[src/rtl/fetch_front_pkg.sv]
// fetch_front_pkg: shared fetch types; write codes WR_STREAM/WR_FLUSH (1x = keep), fetch_data_t, fetch_state_t, ibus request/response structs
package fetch_front_pkg;
  localparam logic [1:0] WR_STREAM = 2'b00;
  localparam logic [1:0] WR_FLUSH = 2'b01;
  typedef struct packed {
    logic valid;
    logic [63:0] pc;
    logic [31:0] raw_instr;
  } fetch_data_t;
  typedef enum logic [1:0] {IDLE, BUSY, DROP} fetch_state_t;
  typedef struct packed {
    logic valid;
    logic [63:0] addr;
  } ibus_req_t;
  typedef struct packed {
    logic addr_ok;
    logic data_ok;
    logic [31:0] data;
  } ibus_resp_t;
endpackage

[src/rtl/fetch_front_if.sv]
// fetch_front_if: instruction bus; ireq {valid, addr} from the fetch master, iresp {addr_ok, data_ok, data} from memory
interface fetch_front_if;
  import fetch_front_pkg::*;
  ibus_req_t ireq;
  ibus_resp_t iresp;
  modport master(output ireq, input iresp);
  modport slave(input ireq, output iresp);
endinterface

[src/rtl/fetch_front_pipe_reg.sv]
// pipe_reg: stream/flush/keep pipeline register; ports clk, reset, wr (00 load d, 01 clear valid, 1x hold), d, q
module pipe_reg
  import fetch_front_pkg::*;
#(
  parameter type T = fetch_data_t
) (
  input  logic       clk,
  input  logic       reset,
  input  logic [1:0] wr,
  input  T           d,
  output T           q
);
  always_ff @(posedge clk)
    if (reset) q <= '0;
    else if (wr == WR_STREAM) q <= d;
    else if (wr == WR_FLUSH) q.valid <= 1'b0;
endmodule

[src/rtl/fetch_front.sv]
// fetch_front: PC, ibus fetch FSM, one-entry buffer, F/D registers; in clk reset pc_sel pc_target pc_write f_write d_write, ibus master, out dvalid dpc dinstr fetch_busy
module fetch_front
  import fetch_front_pkg::*;
#(
  parameter logic [63:0] PCINIT = 64'h8000_0000
) (
  input  logic                 clk,
  input  logic                 reset,
  input  logic                 pc_sel,
  input  logic [63:0]          pc_target,
  input  logic [1:0]           pc_write,
  input  logic [1:0]           f_write,
  input  logic [1:0]           d_write,
  fetch_front_if.master        ibus,
  output logic                 dvalid,
  output logic [63:0]          dpc,
  output logic [31:0]          dinstr,
  output logic                 fetch_busy
);
  fetch_state_t state;
  logic [63:0] pc, req_addr;
  fetch_data_t fbuf, fq, fd, dq, deliv;
  logic redir, issue, deliver, bypass;
  always_comb begin
    redir = pc_sel && pc_write == WR_STREAM;
    issue = state == IDLE && !redir && pc_write == WR_STREAM && !fbuf.valid;
    deliver = state == BUSY && ibus.iresp.data_ok && !redir;
    bypass = deliver && f_write == WR_STREAM && !fbuf.valid;
    deliv = fetch_data_t'{valid: 1'b1, pc: req_addr, raw_instr: ibus.iresp.data};
    fd = fbuf.valid ? fbuf : bypass ? deliv : fetch_data_t'{valid: 1'b0, pc: fq.pc, raw_instr: fq.raw_instr};
    ibus.ireq = ibus_req_t'{valid: state != IDLE, addr: req_addr};
    fetch_busy = state != IDLE;
    dvalid = dq.valid;
    dpc = dq.pc;
    dinstr = dq.raw_instr;
  end
  always_ff @(posedge clk)
    if (reset) begin
      state <= IDLE;
      pc <= PCINIT;
      req_addr <= '0;
      fbuf <= '0;
    end else begin
      pc <= redir ? pc_target : issue ? pc + 64'd4 : pc;
      if (issue) req_addr <= pc;
      if (redir) fbuf.valid <= 1'b0;
      else if (deliver && !bypass) fbuf <= deliv;
      else if (f_write == WR_STREAM) fbuf.valid <= 1'b0;
      state <= state == IDLE ? (issue ? BUSY : IDLE)
             : ibus.iresp.data_ok ? IDLE
             : (state == BUSY && redir) ? DROP : state;
    end
  pipe_reg #(.T(fetch_data_t)) f_reg (.clk(clk), .reset(reset), .wr(f_write), .d(fd), .q(fq));
  pipe_reg #(.T(fetch_data_t)) d_reg (.clk(clk), .reset(reset), .wr(d_write), .d(fq), .q(dq));
endmodule

[src/flat_wrapper.sv]
// flat-port wrapper written by rule: the top's interface ports become plain ports
module fetch_front_flat import fetch_front_pkg::*;
#(
  parameter logic [63:0] PCINIT = 64'h8000_0000
)
  (clk, reset, pc_sel, pc_target, pc_write, f_write, d_write, dvalid, dpc, dinstr, fetch_busy, ibus_ireq, ibus_iresp);
  fetch_front_if ibus_i ();
  input  logic clk;
  input  logic reset;
  input  logic pc_sel;
  input  logic [63:0] pc_target;
  input  logic [1:0] pc_write;
  input  logic [1:0] f_write;
  input  logic [1:0] d_write;
  output logic dvalid;
  output logic [63:0] dpc;
  output logic [31:0] dinstr;
  output logic fetch_busy;
  output wire logic [$bits(ibus_i.ireq)-1:0] ibus_ireq;
  input wire logic [$bits(ibus_i.iresp)-1:0] ibus_iresp;
  assign ibus_ireq = ibus_i.ireq;
  assign ibus_i.iresp = ibus_iresp;
  fetch_front #(.PCINIT(PCINIT)) u_core (.clk(clk), .reset(reset), .pc_sel(pc_sel), .pc_target(pc_target), .pc_write(pc_write), .f_write(f_write), .d_write(d_write), .ibus(ibus_i), .dvalid(dvalid), .dpc(dpc), .dinstr(dinstr), .fetch_busy(fetch_busy));
endmodule
[config.mk]
export PLATFORM = sky130hd
export DESIGN_NAME = fetch_front_flat
export DESIGN_NICKNAME = d
export VERILOG_FILES = /design/src/rtl/fetch_front_pkg.sv /design/src/rtl/fetch_front_if.sv /design/src/rtl/fetch_front_pipe_reg.sv /design/src/rtl/fetch_front.sv /design/src/flat_wrapper.sv
export SDC_FILE = /design/constraint.sdc
export NUM_CORES = 1
export LEC_CHECK = 0
export BUFFER_PORTS_ARGS = -buffer_cell sky130_fd_sc_hd__buf_2
export CORE_ASPECT_RATIO = 2
export CORE_MARGIN = 2
export CORE_UTILIZATION = 60
export DETAILED_ROUTE_END_ITERATION = 8
export PLACE_DENSITY = 0.84
export SETUP_SLACK_MARGIN = 0.2
export SYNTH_ARGS = -nofsm -noshare
export SYNTH_HDL_FRONTEND = slang
export SYNTH_SLANG_ARGS = --single-unit
export TNS_END_PERCENT = 100
[constraint.sdc]
create_clock -name clk -period 6.2 [get_ports clk]
set_input_delay 1.55 -clock clk [delete_from_list [all_inputs] [get_ports clk]]
set_output_delay 1.55 -clock clk [all_outputs]
set_load 0.01 [all_outputs]
Yosys cells after proc, flatten, opt, wreduce, memory -nomap -nowiden --
Cells that the tools add are included.
Operators by class: add/sub/neg operators 1, eq/ne operators 3, multiplexer cells 14, bitwise logic cells 1, reduce and logical (&&, ||, !) cells 27
Operators with widths (number):
- 97-bit two-way mux | 2
- 64-bit two-way mux | 2
- 64-bit by 3-bit adder with 64-bit output (second input constant) | 1
- 2-bit nonzero test | 6
- 1-bit logical AND | 10
- 2-bit zero test | 4
- 1-bit two-way mux | 7
- 2-bit by 1-bit == test with 1-bit output (second input constant) | 3
- 2-bit two-way mux | 3
- 2-bit AND reduction | 2
- 1-bit zero test | 3
- 3-bit nonzero test | 1
- 2-bit OR reduction | 1
- 1-bit NOT | 1
Word-level totals: bits in registers 421, input port bits 107, output and inout port bits 163, logic and storage cells 58

Longest topological paths before layout --
word-level depth 9, gate-level depth with buffers 9, mapped depth without buffers 7

Hierarchy --
A second synthesis with hierarchy kept.
Unflattened totals: cells, all modules 2451, area, all modules 19598.8 µm²
By module, submodules not included:
- fetch_front | times used 1, cells each 1569, area an instance 11501.0 µm², seq. area each 4544.4 µm²
- pipe_reg | times used 2, cells each 441, area an instance 4048.9 µm², seq. area each 1941.9 µm²

Worst setup path before layout --
No wires, ideal clock.
path type input -> register, start point input pc_sel, end point register u_core.pc[36], library setup time 0.091 ns, data arrival time 3.496 ns, required time 6.109 ns, setup slack 2.613 ns, cell stages on the path 7, buffers on the path 2, path through or4_1 -> buf_2 -> or2_1 -> buf_2 -> or3_4 -> or4_1 -> a311oi_1
On the way: word-level cells in the longest chain between the ends 6, elaborated cells on any way between the ends 7, classes of those cells 1 x mux; 6 x reduce/logical
RTL lines:
- start: declaration | line flat_wrapper.sv:10 | input logic pc_sel;
- 1-bit logical AND * | line fetch_front.sv:25 | redir = pc_sel && pc_write == WR_STREAM;
- 1-bit zero test | line fetch_front.sv:26 | issue = state == IDLE && !redir && pc_write == WR_STREAM && !fbuf.valid;
- 1-bit logical AND (3 in a row) | line fetch_front.sv:26
- 2-bit nonzero test (no source line)
- end signal: assignment | line fetch_front.sv:44 | pc <= redir ? pc_target : issue ? pc + 64'd4 : pc;
- end: declaration | line fetch_front.sv:21 | logic [63:0] pc, req_addr;
Mark *: on every way between the ends. The rest lies on a longest branch, timed or not. A chain may end at the register's enable or synchronous reset.

Final worst setup path --
start point input pc_write[1], end point register u_core.fbuf[47] in the netlist's numbering
On the way: word-level cells in the longest chain between the ends 9, elaborated cells on any way between the ends 10, classes of those cells 1 x bitwise; 9 x reduce/logical
RTL lines:
- start: declaration | line flat_wrapper.sv:12 | input logic [1:0] pc_write;
- 2-bit zero test * | line fetch_front.sv:25
- 1-bit logical AND * | line fetch_front.sv:25
- 1-bit zero test | line fetch_front.sv:27 | deliver = state == BUSY && ibus.iresp.data_ok && !redir;
- 1-bit logical AND | line fetch_front.sv:27
- 1-bit logical AND (2 in a row) | line fetch_front.sv:28 | bypass = deliver && f_write == WR_STREAM && !fbuf.valid;
- 1-bit zero test | line fetch_front.sv:47 | else if (deliver && !bypass) fbuf <= deliv;
- 1-bit logical AND | line fetch_front.sv:47
- 2-bit AND reduction (no source line) *
- end signal: assignment | line fetch_front.sv:47
- end: declaration | line fetch_front.sv:22 | fetch_data_t fbuf, fq, fd, dq, deliv;
Marked as above.

==> impl_metrics.py <==
metrics = {
    "floorplan": {
        "die_x_um": 121,
        "start_util_pct": 61.1,
        "dieArea_um2": 28800,
        "ios": 270,
        "die_h_um": 238,
        "num_rows": 85,
        "fp.coreArea_um2": 26900,
    },
    "drt": {
        "drc": 0,
        "routed_via_density": 6.14,
        "dr.pass1.iters": 7,
        "via_count": 15983,
        "postRouteAntennaNets": 0,
        "drtIter0Drc": 1425,
        "wl_um": 49800,
        "wl_per_cell_um": 19.1,
    },
    "synthesis": {
        "synth_commonest_cells": "nand2_1, dfxtp_1, a21oi_1",
        "synth_area_um2": 16400,
        "async_flop_share_pct": 0,
        "ys_seq_area_share_pct": 51.2,
        "synth-edff-count": 0,
        "syn_avg_cell_area_um2": 7.92,
        "syn_nets": 2184,
        "synthTopCellsByArea": "dfxtp_1, nand2_1, a21oi_1, a221oi_1, nor3_1",
        "synth_cell_types": 59,
        "yosys.area.top_type": "dfxtp_1",
        "synth_flop_cell": "dfxtp_1",
        "synth_cells": 2076,
        "synth.most_common_cell": "nand2_1",
        "yosysWarningCount": 0,
        "synth_top_area_share_pct": 51.2,
        "yosys_register_bits": 421,
    },
    "pwr": {
        "p_comb_share_pct": 4.4,
        "pwr-share-clk_pct": 43.3,
        "p_int_mw": 4.11,
        "p_total_mw": 5.32,
        "irDropWorstVdd_uv": 360,
        "p_seq_share_pct": 52.3,
        "power_switching_mw": 1.21,
        "p_per_area_nw_per_um2": 280,
        "p_leak_nw": 6.83,
        "swShare_pct": 22.8,
    },
    "clock_tree": {
        "postCtsHoldBufs": 0,
        "htreeDepth": 2,
        "ctsResizeCount": 0,
        "clk_pin_slew_worst_paths_ps": 70,
        "cts_buffer_depth": 3,
        "clock_latency_ps": 540,
        "cts-root-buf": "clkbuf_16",
        "cts.sinks": 421,
        "cts_tree": "yes",
        "cts_buffers": 35,
        "cts_setup_buffers": 0,
    },
    "critical_path": {
        "critPathLaunchType": "input pin",
        "cpLargestDelayFamily": "simple AND/OR/NAND/NOR gates",
        "arrival_ps": 4460,
        "critPathSlowestCell": "nor3_1",
        "endpoint_kind": "flip-flop",
        "path_buf_inv": 2,
        "path_cells": "buf_2, nor2_1, and2_1, nor3_1, o31a_2, buf_4, nand2_1, a21oi_1",
        "worstSetupPathType": "in -> reg",
        "slowest_delay_ps": 880,
        "cp.required_ps": 6650,
        "cp_max_fo": 37,
    },
    "finish": {
        "n_fill_cell": 2218,
        "register_area_um2": 8430,
        "multi_input_area_um2": 7390,
        "drive_gt1_share_pct": 16.2,
        "fin_nets": 2336,
        "syn_to_final_growth_pct": 15.5,
    },
    "timing": {
        "timing.setup.tns_ps": 0,
        "hold_viol": 0,
        "worst_clock_skew_ps": 19.9,
        "fmax_mhz": 249,
        "maxSlewViolCount": 0,
        "finalCriticalPeriod_ps": 4010,
        "relSlewSlack_pct": 16.4,
        "worst_slew_pin_slew_ps": 1250,
        "min_period_over_period_pct": 64.7,
        "setup_viol_count_final": 0,
        "rsz0062_at_grt": "false",
    },
    "outcome": {
        "outcome": "completed",
    },
    "global_routing": {
        "antenna_found_initial": 6,
        "grt_overflow": 0,
        "grt_max_degree": 135,
        "grt_pass1_vias": 14789,
        "track_usage_pct": 33.4,
        "grt_pass1_wl_um": 76800,
    },
    "placed_design": {
        "io_buffers": 268,
        "dp_hpwl_um": 32900,
        "gp_congestion": 0.935,
    },
    "hold_path": {
        "hold_path.class": "reg -> reg",
    },
    "run": {
        "max_cap_viol_count": 0,
    },
}
[per-layer routing]
layer	up-vias	routed length (um)	global-route usage (%)
met4	6	4260	25.6
met3	204	3210	5.71
met2	707	24700	57.0
li1	7530	-	-
met1	7536	17600	36.3
met5	-	39	0
[per-stage QoR]
stage / setup WS (ps) / utilization (%) / instance area (um2) / instances / hold slack, ps
floorplan: 2610 / - / 16400 / 2076 / 432
global placement: 1760 / 66.2 / 17800 / 2539 / 436
detailed placement: 1690 / 66.2 / 17800 / 2539 / 443
CTS: 2220 / 70.6 / 19000 / 2602 / 448
global route: 1900 / 70.6 / 19000 / 2604 / 467
finish: 2190 / 70.6 / 19000 / 2604 / 442
[layout make-up]
cell class / count / share of cell area, %
clock buffer: 49 / 5.42
tap: 348 / 2.29
inverter: 5 / 0.0988
clock inverter: 14 / 0.895
antenna: 2 / 0.0263
multi-input combinational: 1476 / 38.9
sequential: 421 / 44.4
timing repair buffer: 289 / 8.01
[cells by family (layout without fill, tap and decap cells)]
kind of cell,after synthesis,in the layout,synth area share (%)
compound gates,487,487,18.1
xor+xnor,20,20,1.06
fa+ha+maj,1,1,0.0761
buf+inv,179,357,4.17
flops,421,421,51.2
mux,1,1,0.0609
other cells,0,2,0
simple gates,967,967,25.3
[tightest hold or removal path, stage by stage (launching register included)]
cell,delay [ps]
dfxtp_1,310
nand2_1,50
a21oi_1,50
[placed cells by master (no fill, tap or decap), drive strengths merged, types with 5 or more instances in the layout]
master / Yosys / layout
xnor2: 13 / 13
and3: 6 / 6
o211ai: 11 / 11
nand2: 558 / 558
clkinv: 0 / 9
a211oi: 21 / 21
a311oi: 5 / 5
or3: 13 / 13
xor2: 7 / 7
nor2: 156 / 156
nand4: 31 / 31
a31oi: 5 / 5
nand3: 31 / 31
buf: 14 / 289
clkbuf: 160 / 49
dfxtp: 421 / 421
a21oi: 313 / 313
nor3: 130 / 130
inv: 5 / 6
a221oi: 97 / 97
nor4: 15 / 15
o21ai: 10 / 10
[power groups by stage]
| stage | registers [mW] | logic [mW] | clock network (mW) |
|---|---|---|---|
| after CTS | 2.78 | 0.234 | 2.32 |
| final | 2.78 | 0.237 | 2.30 |
| after global routing | 2.78 | 0.257 | 2.43 |
| after floorplan | 2.83 | 0.146 | 0 |
| after global placement | 2.84 | 0.229 | 0 |
| after detailed placement | 2.84 | 0.232 | 0 |
[sequential cells by signal, indices dropped and copies added, names as in the netlist]
| name | count |
|---|---|
| u_core.d_reg.q | 97 |
| u_core.fbuf | 97 |
| u_core.req_addr | 64 |
| u_core.pc | 64 |
| u_core.state | 2 |
| u_core.f_reg.q | 97 |
[path summary, 6_finish.rpt]
kind / startpoint / to / slack, ps / depth (start not counted)
setup / recovery: pc_write[1] / u_core.fbuf[47]$_SDFFE_PP0P_ / 2190 / 8
hold reg to reg: u_core.f_reg.q[53]$_SDFFE_PP0P_ / u_core.d_reg.q[53]$_SDFFE_PP0P_ / 440 / 2
setup reg to reg: u_core.pc[25]$_SDFFE_PP0P_ / u_core.pc[63]$_SDFFE_PP0P_ / 3060 / 6
hold / removal: u_core.f_reg.q[53]$_SDFFE_PP0P_ / u_core.d_reg.q[53]$_SDFFE_PP0P_ / 440 / 2
Power figures use the tool's default switching activity.
